### config.mk
export PLATFORM = sky130hd
export DESIGN_NAME = alu_exec_seq
export DESIGN_NICKNAME = d
export VERILOG_FILES = /design/src/rtl/alu_pkg.sv /design/src/rtl/alu_reg_bank.sv /design/src/rtl/alu_exec_seq.sv
export SDC_FILE = /design/constraint.sdc
export NUM_CORES = 1
export LEC_CHECK = 0
export BUFFER_PORTS_ARGS = -buffer_cell sky130_fd_sc_hd__buf_2
export CAP_MARGIN = 20
export CORE_MARGIN = 8
export CORE_UTILIZATION = 50
export DETAILED_ROUTE_END_ITERATION = 8
export PLACE_DENSITY = 0.81
export SETUP_SLACK_MARGIN = 0.3
export SLEW_MARGIN = 5
export SYNTH_ARGS = -nofsm -noshare
export SYNTH_HDL_FRONTEND = slang
export SYNTH_SLANG_ARGS = --single-unit
### constraint.sdc
create_clock -name clk_100 -period 3.25 [get_ports clk_100]
set_clock_uncertainty 0.2 [all_clocks]
set_input_delay 0.325 -clock clk_100 [delete_from_list [all_inputs] [get_ports clk_100]]
set_output_delay 0.325 -clock clk_100 [all_outputs]
set_load 0.01 [all_outputs]
### src/rtl/alu_pkg.sv
// Shared constants for the ALU operand/writeback sequencer: opcodes, writeback
// selects and the sequencer state encoding.
package alu_pkg;

  localparam logic [4:0] OP_ZERO   = 5'b00000;
  localparam logic [4:0] OP_PASS_A = 5'b00100;
  localparam logic [4:0] OP_PASS_B = 5'b00101;
  localparam logic [4:0] OP_ADD    = 5'b01010;
  localparam logic [4:0] OP_SUB    = 5'b01011;
  localparam logic [4:0] OP_AND    = 5'b01100;
  localparam logic [4:0] OP_OR     = 5'b01101;
  localparam logic [4:0] OP_XOR    = 5'b01110;
  localparam logic [4:0] OP_MUL    = 5'b10000;
  localparam logic [4:0] OP_NOP    = 5'b11000;

  localparam logic [4:0] CTRL_IDLE     = OP_PASS_A;
  localparam logic [4:0] OP_LAST_LEGAL = 5'b11000;

  localparam logic [1:0] WB_NONE = 2'b00;
  localparam logic [1:0] WB_ACC  = 2'b01;
  localparam logic [1:0] WB_REG  = 2'b10;
  localparam logic [1:0] WB_BOTH = 2'b11;

  typedef enum logic [1:0] {
    ST_IDLE = 2'b00,
    ST_EXEC = 2'b01,
    ST_WB   = 2'b10
  } seq_state_e;

endpackage

### src/rtl/alu_reg_bank.sv
// Operand register bank: async read, writeback port plus external load port;
// the writeback port wins when both target the same register.
module alu_reg_bank #(
  parameter int DATA_W = 16,
  parameter int NREGS  = 8,
  parameter int RA_W   = 3
) (
  input  logic              clk,
  input  logic              rst,
  input  logic              wb_en,
  input  logic [RA_W-1:0]   wb_addr,
  input  logic [DATA_W-1:0] wb_data,
  input  logic              ld_en,
  input  logic [RA_W-1:0]   ld_addr,
  input  logic [DATA_W-1:0] ld_data,
  input  logic [RA_W-1:0]   rd_addr,
  output logic [DATA_W-1:0] rd_data
);

  logic [DATA_W-1:0] regs_q [NREGS];

  always_ff @(posedge clk) begin
    if (rst) begin
      for (int i = 0; i < NREGS; i++) regs_q[i] <= '0;
    end else begin
      for (int i = 0; i < NREGS; i++) begin
        if (wb_en && wb_addr == RA_W'(i))      regs_q[i] <= wb_data;
        else if (ld_en && ld_addr == RA_W'(i)) regs_q[i] <= ld_data;
      end
    end
  end

  assign rd_data = regs_q[rd_addr];

endmodule

### src/rtl/alu_exec_seq.sv
// Sequencer around the external combinational ALU: IDLE -> EXEC -> WB per
// command, feeding ALU operands and retiring the result to ACC and/or the bank.
module alu_exec_seq
  import alu_pkg::*;
#(
  parameter int DATA_W = 16,
  parameter int OP_W   = 5,
  parameter int NREGS  = 8,
  parameter int RA_W   = 3
) (
  input  logic              clk_100,
  input  logic              rst,
  input  logic              cmd_valid,
  output logic              cmd_ready,
  input  logic [OP_W-1:0]   cmd_op,
  input  logic [RA_W-1:0]   cmd_src,
  input  logic [RA_W-1:0]   cmd_dst,
  input  logic [1:0]        cmd_wb,
  input  logic              ld_en,
  input  logic [RA_W-1:0]   ld_addr,
  input  logic [DATA_W-1:0] ld_data,
  output logic [OP_W-1:0]   alu_ctrl,
  output logic [DATA_W-1:0] alu_b_bus,
  output logic [DATA_W-1:0] alu_acc,
  input  logic [DATA_W-1:0] alu_out,
  input  logic              alu_z,
  output logic [DATA_W-1:0] acc_q,
  output logic              z_flag,
  output logic              n_flag,
  output logic              done,
  output logic              err
);

  localparam logic [OP_W-1:0] CTRL_IDLE_W = OP_W'(CTRL_IDLE);
  localparam logic [OP_W-1:0] OP_NOP_W    = OP_W'(OP_NOP);
  localparam logic [OP_W-1:0] OP_LAST_W   = OP_W'(OP_LAST_LEGAL);

  seq_state_e        state_q;
  logic [OP_W-1:0]   op_q;
  logic [OP_W-1:0]   alu_ctrl_q;
  logic [RA_W-1:0]   src_q;
  logic [RA_W-1:0]   dst_q;
  logic [1:0]        wb_q;
  logic [DATA_W-1:0] res_q;
  logic              z_q;
  logic              cmd_ready_q;
  logic              done_q;
  logic              err_q;

  logic              cmd_fire;
  logic              cmd_illegal;
  logic              op_illegal;
  logic              op_commit;
  logic              wb_acc_en;
  logic              wb_reg_en;
  logic [DATA_W-1:0] acc_d;

  assign cmd_fire    = cmd_valid && cmd_ready_q;
  assign cmd_illegal = cmd_op > OP_LAST_W;
  assign op_illegal  = op_q > OP_LAST_W;
  // Only legal, non-NOP ops touch ACC, bank or flags.
  assign op_commit   = op_q < OP_NOP_W;

  always_comb begin
    wb_acc_en = 1'b0;
    wb_reg_en = 1'b0;
    if (state_q == ST_WB && op_commit) begin
      wb_acc_en = wb_q[0];
      wb_reg_en = wb_q[1];
    end
  end

  assign acc_d = wb_acc_en ? res_q : acc_q;

  alu_reg_bank #(
    .DATA_W (DATA_W),
    .NREGS  (NREGS),
    .RA_W   (RA_W)
  ) u_bank (
    .clk     (clk_100),
    .rst     (rst),
    .wb_en   (wb_reg_en),
    .wb_addr (dst_q),
    .wb_data (res_q),
    .ld_en   (ld_en),
    .ld_addr (ld_addr),
    .ld_data (ld_data),
    .rd_addr (src_q),
    .rd_data (alu_b_bus)
  );

  always_ff @(posedge clk_100) begin
    if (rst) begin
      state_q     <= ST_IDLE;
      op_q        <= '0;
      src_q       <= '0;
      dst_q       <= '0;
      wb_q        <= WB_NONE;
      alu_ctrl_q  <= CTRL_IDLE_W;
      res_q       <= '0;
      z_q         <= 1'b1;
      acc_q       <= '0;
      z_flag      <= 1'b1;
      n_flag      <= 1'b0;
      cmd_ready_q <= 1'b1;
      done_q      <= 1'b0;
      err_q       <= 1'b0;
    end else begin
      done_q <= 1'b0;
      err_q  <= 1'b0;
      acc_q  <= acc_d;
      unique case (state_q)
        ST_IDLE: begin
          if (cmd_fire) begin
            op_q        <= cmd_op;
            src_q       <= cmd_src;
            dst_q       <= cmd_dst;
            wb_q        <= cmd_wb;
            // Illegal opcodes never reach the ALU; it keeps passing A.
            alu_ctrl_q  <= cmd_illegal ? CTRL_IDLE_W : cmd_op;
            cmd_ready_q <= 1'b0;
            state_q     <= ST_EXEC;
          end
        end
        ST_EXEC: begin
          res_q      <= alu_out;
          z_q        <= alu_z;
          alu_ctrl_q <= CTRL_IDLE_W;
          done_q     <= 1'b1;
          err_q      <= op_illegal;
          state_q    <= ST_WB;
        end
        ST_WB: begin
          if (op_commit) begin
            z_flag <= z_q;
            n_flag <= res_q[DATA_W-1];
          end
          cmd_ready_q <= 1'b1;
          state_q     <= ST_IDLE;
        end
        default: begin
          alu_ctrl_q  <= CTRL_IDLE_W;
          cmd_ready_q <= 1'b1;
          state_q     <= ST_IDLE;
        end
      endcase
    end
  end

  assign cmd_ready = cmd_ready_q;
  assign done      = done_q;
  assign err       = err_q;
  assign alu_ctrl  = alu_ctrl_q;
  assign alu_acc   = acc_q;

endmodule
==> run metrics, run 1 <==
status=finished clean; leak pwr=0.003980 uW; Total GRT Usage=20.64%; RD Place Congestion=0.8290; top post-synthesis cells by area=edfxtp_1, dfxtp_1, a22o_1; most frequent cells in the layout=edfxtp_1, buf_2, a22o_1; WL final=22,920 microns; post-layout util=58.97%; adder-cell area share of the yosys netlist=0%; Critical Path Start Type=flip-flop; drt wl/cell=22.23 microns; commonest non-fill, non-tap cell in the layout=edfxtp_1; Layout Area Growth over Synthesis=17.22%; flops & latches, synth=189; clock buffer depth=2; PD cells=513.4 nW/um^2; # H-tree levels=4; Setup TNS=0 ps; crit path time final=2769 ps; max_cap viols=0; cts bufs inserted=17; initial antenna violation count=1; Min-Delay Path Class=primary input to flip-flop; Crit Reg-Reg Startpoint=op_q[3]$_SDFFE_PP0P_; mapped cell area=8944 sq um; post-synthesis compound-gate area fraction=13.65%; Core Footprint=17,780 sq um; row cnt=49; DR vias=6,318; placed cell area=9578 sq um; post-synthesis mux area share=14.52%; Critical Path Source=op_q[3]$_SDFFE_PP0P_; Fmax=0.3611 GHz; DR iter-0 viols=652; Die W=149.7 microns; crit path capture type=flip-flop; first-pass GRT wire length=35,140 microns; xor-xnor portion of the synthesized cell area=0%; DP HPWL=14,610 microns; RR Endpoint=u_bank.regs_q[6][1]$_SDFFCE_PP0P_; Critical Path RT=3220 ps; Initial DRT Pass Iterations=5; vias in the first global route=6,360; Syn Inst Count=692; syn_nets=745; via/cell ratio=6.128; Top Usage Layer GRT=met2; CP arrival=2740 ps; slowest stage cell, crit path=o211ai_4; max_slew headroom=47.40%; crit path cell chain=and2_1 -> or3_4 -> o211ai_4 -> mux2_2; Slew Viols, Final=0; # diodes=0; Routed Antenna Nets=0; Setup Crit Path Kind=flip-flop to flip-flop; slack of the worst reg-to-reg path=480 ps; die height=149.7 microns; grt met3 use=4.566%; M1 GR Usage=25.97%; Skew-Pair Late Insertion Delay=430 ps; global routing usage on met2=34.17%; initial core utilization=50.30%; Simple-Gate Fraction of Synth Area=10.04%; max incr delay on CP=640 ps; largest family of logic cells by synthesized area=multiplexers; clk sinks=189; Port Buf Inserts=110; Synth cell types=38; CTS tree=done; main flop type after synthesis=edfxtp_1; Post-synth EDFFs=128; CP Max Fanout=16; register area share after synthesis=56.63%; capture point of the critical path=u_bank.regs_q[6][1]$_SDFFCE_PP0P_; CTS root buffer=clkbuf_16; largest net degree at the start of global routing=82; # setup viols final=0; Synth top area share=42.98%; share of layout cells above drive strength 1=33.79%; WHS=93.57 ps; crit share post-route=85.22%; power consumption=5382 uW; synthesis warning total=0; Yosys top cell by area=edfxtp_1; endpoints failing hold=0; overflow left after global routing=0; final design area excluding fillers=10,480 sq um; Reg2Reg Depth=4; worst slew pin tran=789.0 ps; RSZ-0062 raised after global routing=false; syn avg cell area=12.92 sq um; die area=22,420 sq um; FFs w/ async S/R, synth=0%; Final nets=842; I/O Pins=111; clock slew at reported path FFs=70 ps; DRC=0; Max IR drop VDD=0.4114 mV
[cells by family after synthesis]
family	Yosys count
flops	189
simple gates	169
compound gates	159
buf+inv	95
mux	80
[Yosys cell counts (all sizes together), types with 7 or more instances]
library cell and n:
edfxtp 128, buf 47, nand3 17, mux4 32, dfxtp 61, nor2b 19
nand2 88, a21oi 46, a22o 96, clkbuf 47, nor2 18, or3b 7
mux2 48
[worst max-delay path: cells and delay by family (launching register included)]
kind	cells	cell delay (ps)
AO/OA/AOI/OAI	1	640
flip-flops	1	310
multiplexers	1	420
AND/OR/NAND/NOR	2	940
[where the power goes]
part / switching [uW] / leakage [uW] / internal (uW) / total [uW]
combinational: 304 / 0.00191 / 250 / 554
clock: 882 / 0.000306 / 1200 / 2080
sequential: 53.5 / 0.00176 / 2700 / 2750
[metrics by stage]
step,instances,worst slack (ps)
global route,1031,440.2
finish,1031,480.5
CTS,1031,364.6
global placement,968,634.4
floorplan,692,374.9
detailed placement,969,550.7
[how the worst min path moves through the flow]
stage                               start                            endpoint  slack [ps]  cells after the start
finish                        ld_data[14]  u_bank.regs_q[3][14]$_SDFFCE_PN0P_          90                      2
CTS                           ld_data[14]  u_bank.regs_q[3][14]$_SDFFCE_PN0P_          80                      2
detailed placement  src_q[0]$_SDFFE_PP0P_                           flip-flop         250                      2
floorplan            op_q[3]$_SDFFE_PP0P_                op_q[3]$_SDFFE_PP0P_         230                      2
global placement    src_q[0]$_SDFFE_PP0P_                           flip-flop         240                      2
global route                  ld_data[15]  u_bank.regs_q[2][15]$_SDFFCE_PN0P_         100                      2
[timing repair]
item | CTS | global route
setup buffers | 0 | 0
hold buffers | 30 | 0
hold endpoints to repair | 37 | 0
resized for setup | 0 | 1
endpoints found under the setup margin | 0 | 2
[cell type report]
type	count	area, sq um
Clock buffer	25	558.0
Clock inverter	7	45.04
Fill cell	1357	7296
Inverter	1	3.754
Multi-Input combinational cell	408	3418
Sequential cell	189	5069
Tap cell	229	286.5
Timing Repair Buffer	172	1104
[registers in the layout, summed over array words and instances (netlist names), named ones only]
signal	flops
u_bank.regs_q	128
n_flag	1
z_flag	1
done	1
cmd_ready	1
z_q	1
state_q	2
acc_q	16
src_q	3
op_q	5
res_q	16
alu_ctrl	5
wb_q	2
err	1
dst_q	3
[layer usage]
layer | vias up | part of all wire [%]
met3 | 31 | 8.7
met1 | 3117 | 39
li1 | 2797 | -
met2 | 371 | 50
met4 | 2 | 2.2
met5 | - | 0.057
Note: power is estimated with default switching activity, not from simulation.
==> run 2: changes to the inputs <==
Settings changed: CELL_PAD_IN_SITES_DETAIL_PLACEMENT set to 0, CELL_PAD_IN_SITES_GLOBAL_PLACEMENT set to 1, CORE_UTILIZATION 50 to 47, PLACE_DENSITY 0.81 to 0.9.
==> run metrics, run 2 (synthesis results as in run 1) <==
status=finished clean; max reg flops=128; crit path time final=2756 ps; via/cell ratio=6.092; Routed Antenna Nets=0; DR vias=6,299; drt wl/cell=22.86 microns; Fmax=0.3628 GHz; Post-CTS Setup Inserts=0; endpoints failing hold=0; Reg with most FFs=u_bank.regs_q; crit share post-route=84.81%; clock buffer depth=2; DR iter-0 viols=565; Final nets=839; DP HPWL=15,700 microns; initial core utilization=47.81%; share of layout cells above drive strength 1=33.42%; grt met3 use=5.129%; HP Start=ld_data[11]; Skew-Pair Late Insertion Delay=440 ps; die height=153.9 microns; crit path cell chain=and2_1 -> or3_4 -> o211ai_4 -> mux2_2; Port Buf Inserts=110; Critical Path RT=3240 ps; PD cells=511.1 nW/um^2; vias in the first global route=6,700; Setup TNS=0 ps; I/O Pins=111; # setup viols final=0; power consumption=5336 uW; CP arrival=2740 ps; Fillers=1,469; crit path capture type=flip-flop; worst slew pin tran=896.0 ps; CTS resizes=0; clock slew at reported path FFs=70 ps; Crit Reg-Reg Startpoint=op_q[3]$_SDFFE_PP0P_; # H-tree levels=4; CTS root buffer=clkbuf_16; die area=23,700 sq um; Initial DRT Pass Iterations=5; RD Place Congestion=0.8152; max incr delay on CP=630 ps; clk sinks=189; max_slew headroom=40.18%; Core Footprint=18,710 sq um; largest net degree at the start of global routing=76; max_cap viols=0; Max IR drop VDD=0.3785 mV; slowest stage cell, crit path=o211ai_4; largest registers=u_bank.regs_q x128, acc_q x16, res_q x16; area occupied by multi-input gates=3418 sq um; RSZ-0062 raised after global routing=false; Setup Crit Path Kind=flip-flop to flip-flop; row cnt=50; Top Usage Layer GRT=met2; first-pass GRT wire length=37,140 microns; Slew Viols, Final=0; Hold Buf Count CTS=30; DRC=0; CP Max Fanout=16; CTS tree=done; initial antenna violation count=1; Die W=153.9 microns; most frequent cells in the layout=edfxtp_1, buf_2, a22o_1; cts bufs inserted=17; Layout Area Growth over Synthesis=16.75%; Min-Delay Path Class=primary input to flip-flop; leak pwr=0.003952 uW; Total GRT Usage=20.14%; Critical Path Source=op_q[3]$_SDFFE_PP0P_; global routing usage on met2=32.48%; post-layout util=55.82%; Register Area=5066 sq um; WL final=23,630 microns; overflow left after global routing=0; M1 GR Usage=25.70%; Critical Path Start Type=flip-flop; commonest non-fill, non-tap cell in the layout=edfxtp_1
==> run 2: changes by cell type in the layout (fill, tap and decap cells not counted), sizes merged <==
cell / change
inv: +2
clkinv: +2
buf: -3
diode: +1
clkbuf: -5
bufinv: +1
==> run 2: report_power, final <==
| part | switching, uW | internal, uW |
|---|---|---|
| clock | 916 | 1110 |
| combinational | 298 | 246 |
| sequential | 63.5 | 2700 |
==> run 2: worst paths after layout <==
path / endpoint / slack, ps / cells after the start
setup / recovery: u_bank.regs_q[6][9]$_SDFFCE_PP0P_ / 490 / 4
setup reg to reg: u_bank.regs_q[6][9]$_SDFFCE_PP0P_ / 490 / 4
hold reg to reg: op_q[3]$_SDFFE_PP0P_ / 260 / 2
hold / removal: u_bank.regs_q[3][11]$_SDFFCE_PN0P_ / 100 / 2
==> run 2: final cells by class <==
type                    count  area share [%]
diodes                      1         0.02397
clock buffers              20           4.590
clock inverters            12          0.9347
inverters                   1         0.03595
multi-input cells         408           32.74
flip-flops and latches    189           48.52
well taps                 234           2.804
repair buffers            169           10.35
==> run 2: metrics by stage <==
step	setup WS, ps	instance area, sq um	hold WS (ps)	cells
2_1_floorplan	374.9	8944	231.7	692
3_3_place_gp	563.1	9547	240.6	969
3_5_place_dp	528.1	9547	249.8	969
4_1_cts	516.3	10420	81.82	1031
5_1_grt	427.7	10440	100.7	1034
6_report	493.7	10440	101.2	1034
==> run 2: routing by layer <==
layer / share of wire [%] / routed length (microns)
met5: 0 / 0
met4: 2.7 / 646
met3: 9.5 / 2243
met2: 47 / 11150
met1: 41 / 9594
==> run 2: worst max-delay path, delay by kind of cell, from the launching register on <==
| kind | cells | cell delay (ps) |
|---|---|---|
| multiplexers | 1 | 420 |
| AO/OA/AOI/OAI | 1 | 630 |
| flip-flops | 1 | 310 |
| AND/OR/NAND/NOR | 2 | 940 |
==> run 3: changes to the inputs <==
Clock period 3.25 ns to 2.79 ns, I/O delays scaled along.
==> run metrics, run 3 (synthesis results as in run 1) <==
share of layout cells above drive strength 1=33.50%; Reg2Reg Depth=5; overflow left after global routing=0; endpoints failing hold=0; RD Place Congestion=0.8279; max_slew headroom=44.55%; most frequent cells in the layout=edfxtp_1, a22o_1, buf_2; Total GRT Usage=20.29%; commonest non-fill, non-tap cell in the layout=edfxtp_1; CTS tree=done; Slew Viols, Final=0; Fmax=0.4000 GHz; DP HPWL=15,320 microns; die area=23,700 sq um; final design area excluding fillers=10,700 sq um; vias in the first global route=6,515; crit share post-route=89.60%; placed cell area=9569 sq um; Place WS=481.7 ps; clk sinks=189; worst slew pin tran=830.1 ps; WL final=24,370 microns; depth of the worst hold-timing path=2; crit path capture type=primary output; Routed Antenna Nets=0; Setup Crit Path Kind=flip-flop to primary output; max_cap viols=0; CP arrival=2020 ps; clock buffer depth=2; I/O Pins=111; initial antenna violation count=1; Final nets=843; Core Footprint=18,710 sq um; Min-Delay Path Class=primary input to flip-flop; DR iter-0 viols=430; Layout Area Growth over Synthesis=19.63%; # H-tree levels=4; DR vias=6,373; die height=153.9 microns; DRC=0; PD cells=599.8 nW/um^2; Max IR drop VDD=0.4619 mV; Initial DRT Pass Iterations=5; row cnt=50; largest net degree at the start of global routing=46; CTS root buffer=clkbuf_16; power consumption=6418 uW; Setup TNS=0 ps; Critical Path Start Type=flip-flop; Post-CTS Setup Inserts=0; final cell count without fillers=1,038; leak pwr=0.004044 uW; drt wl/cell=23.48 microns; CP Max Fanout=8; initial core utilization=47.81%; Critical Path RT=2310 ps; largest registers=u_bank.regs_q x128, acc_q x16, res_q x16; status=finished clean; first-pass GRT wire length=37,340 microns; Skew-Pair Late Insertion Delay=430 ps; RSZ-0062 raised after global routing=true; worst setup margin=290.1 ps; placed insts=972; # setup viols final=0; clock slew at reported path FFs=70 ps; Port Buf Inserts=110; cts bufs inserted=17; via/cell ratio=6.140; crit path time final=2500 ps; Reg with most FFs=u_bank.regs_q; Die W=153.9 microns; max reg flops=128
[run 3: cell count changes in the layout (fill, tap and decap cells not counted), sizes merged]
cell / before / now
inv: 5 / 3
bufinv: 1 / 3
clkinv: 7 / 6
buf: 139 / 141
clkinvlp: 0 / 3
[run 3: layer usage]
layer  vias up  part of all wire (%)  GRT usage [%]
li1       2801                     -              -
met1      3185                    41          26.35
met2       351                    49          32.65
met3        34                   8.1          4.765
met4         2                   1.9          7.280
met5         -                 0.053              0
[run 3: worst max-delay path, cell delays in order (launching register included)]
cell	delay, ps
dfxtp_4	450
clkbuf_16	210
mux4_2	520
mux2_4	280
buf_6	120
[run 3: path summary, 6_finish.rpt]
check                                             start                           endpoint  slack [ps]
worst max-delay path                          flip-flop                      alu_b_bus[13]         290
worst min-delay path                         ld_data[3]  u_bank.regs_q[3][3]$_SDFFCE_PN0P_          60
worst max register to register  state_q[0]$_SDFFE_PP0N_  u_bank.regs_q[7][2]$_SDFFCE_PP0P_         450
worst min register to register     op_q[3]$_SDFFE_PP0P_               op_q[3]$_SDFFE_PP0P_         250
[run 3: area by class of cell]
class / count / area, sq um
Antenna cell: 1 / 2.502
Fill cell: 1453 / 8006
Tap cell: 234 / 292.8
Sequential cell: 189 / 5069
Timing Repair Buffer: 173 / 1264
Inverter: 1 / 3.754
Multi-Input combinational cell: 408 / 3471
Clock inverter: 14 / 167.7
Clock buffer: 18 / 429.2
[run 3: through the flow]
step	hold WS [ps]	utilization, %
detailed placement	243.5	51.16
CTS	38.43	56.11
floorplan	203.2	-
finish	62.23	57.20
global placement	243.8	51.16
global route	59.05	57.18
[run 3: where the power goes]
part / leakage (uW) / switching (uW) / total [uW] / internal, uW
clock: 0.000283 / 1060 / 2470 / 1410
combinational: 0.00200 / 377 / 738 / 361
sequential: 0.00176 / 63.0 / 3210 / 3140
total: 0.00404 / 1500 / 6420 / 4920
[run 3: what timing repair did]
| item | 4_1_cts | 5_1_grt |
|---|---|---|
| resized for setup | 2 | 33 |
| gates cloned | 1 | 2 |
| endpoints found under the hold margin | 38 | 0 |
| hold buffers | 30 | 0 |
| setup endpoints to repair | 16 | 16 |
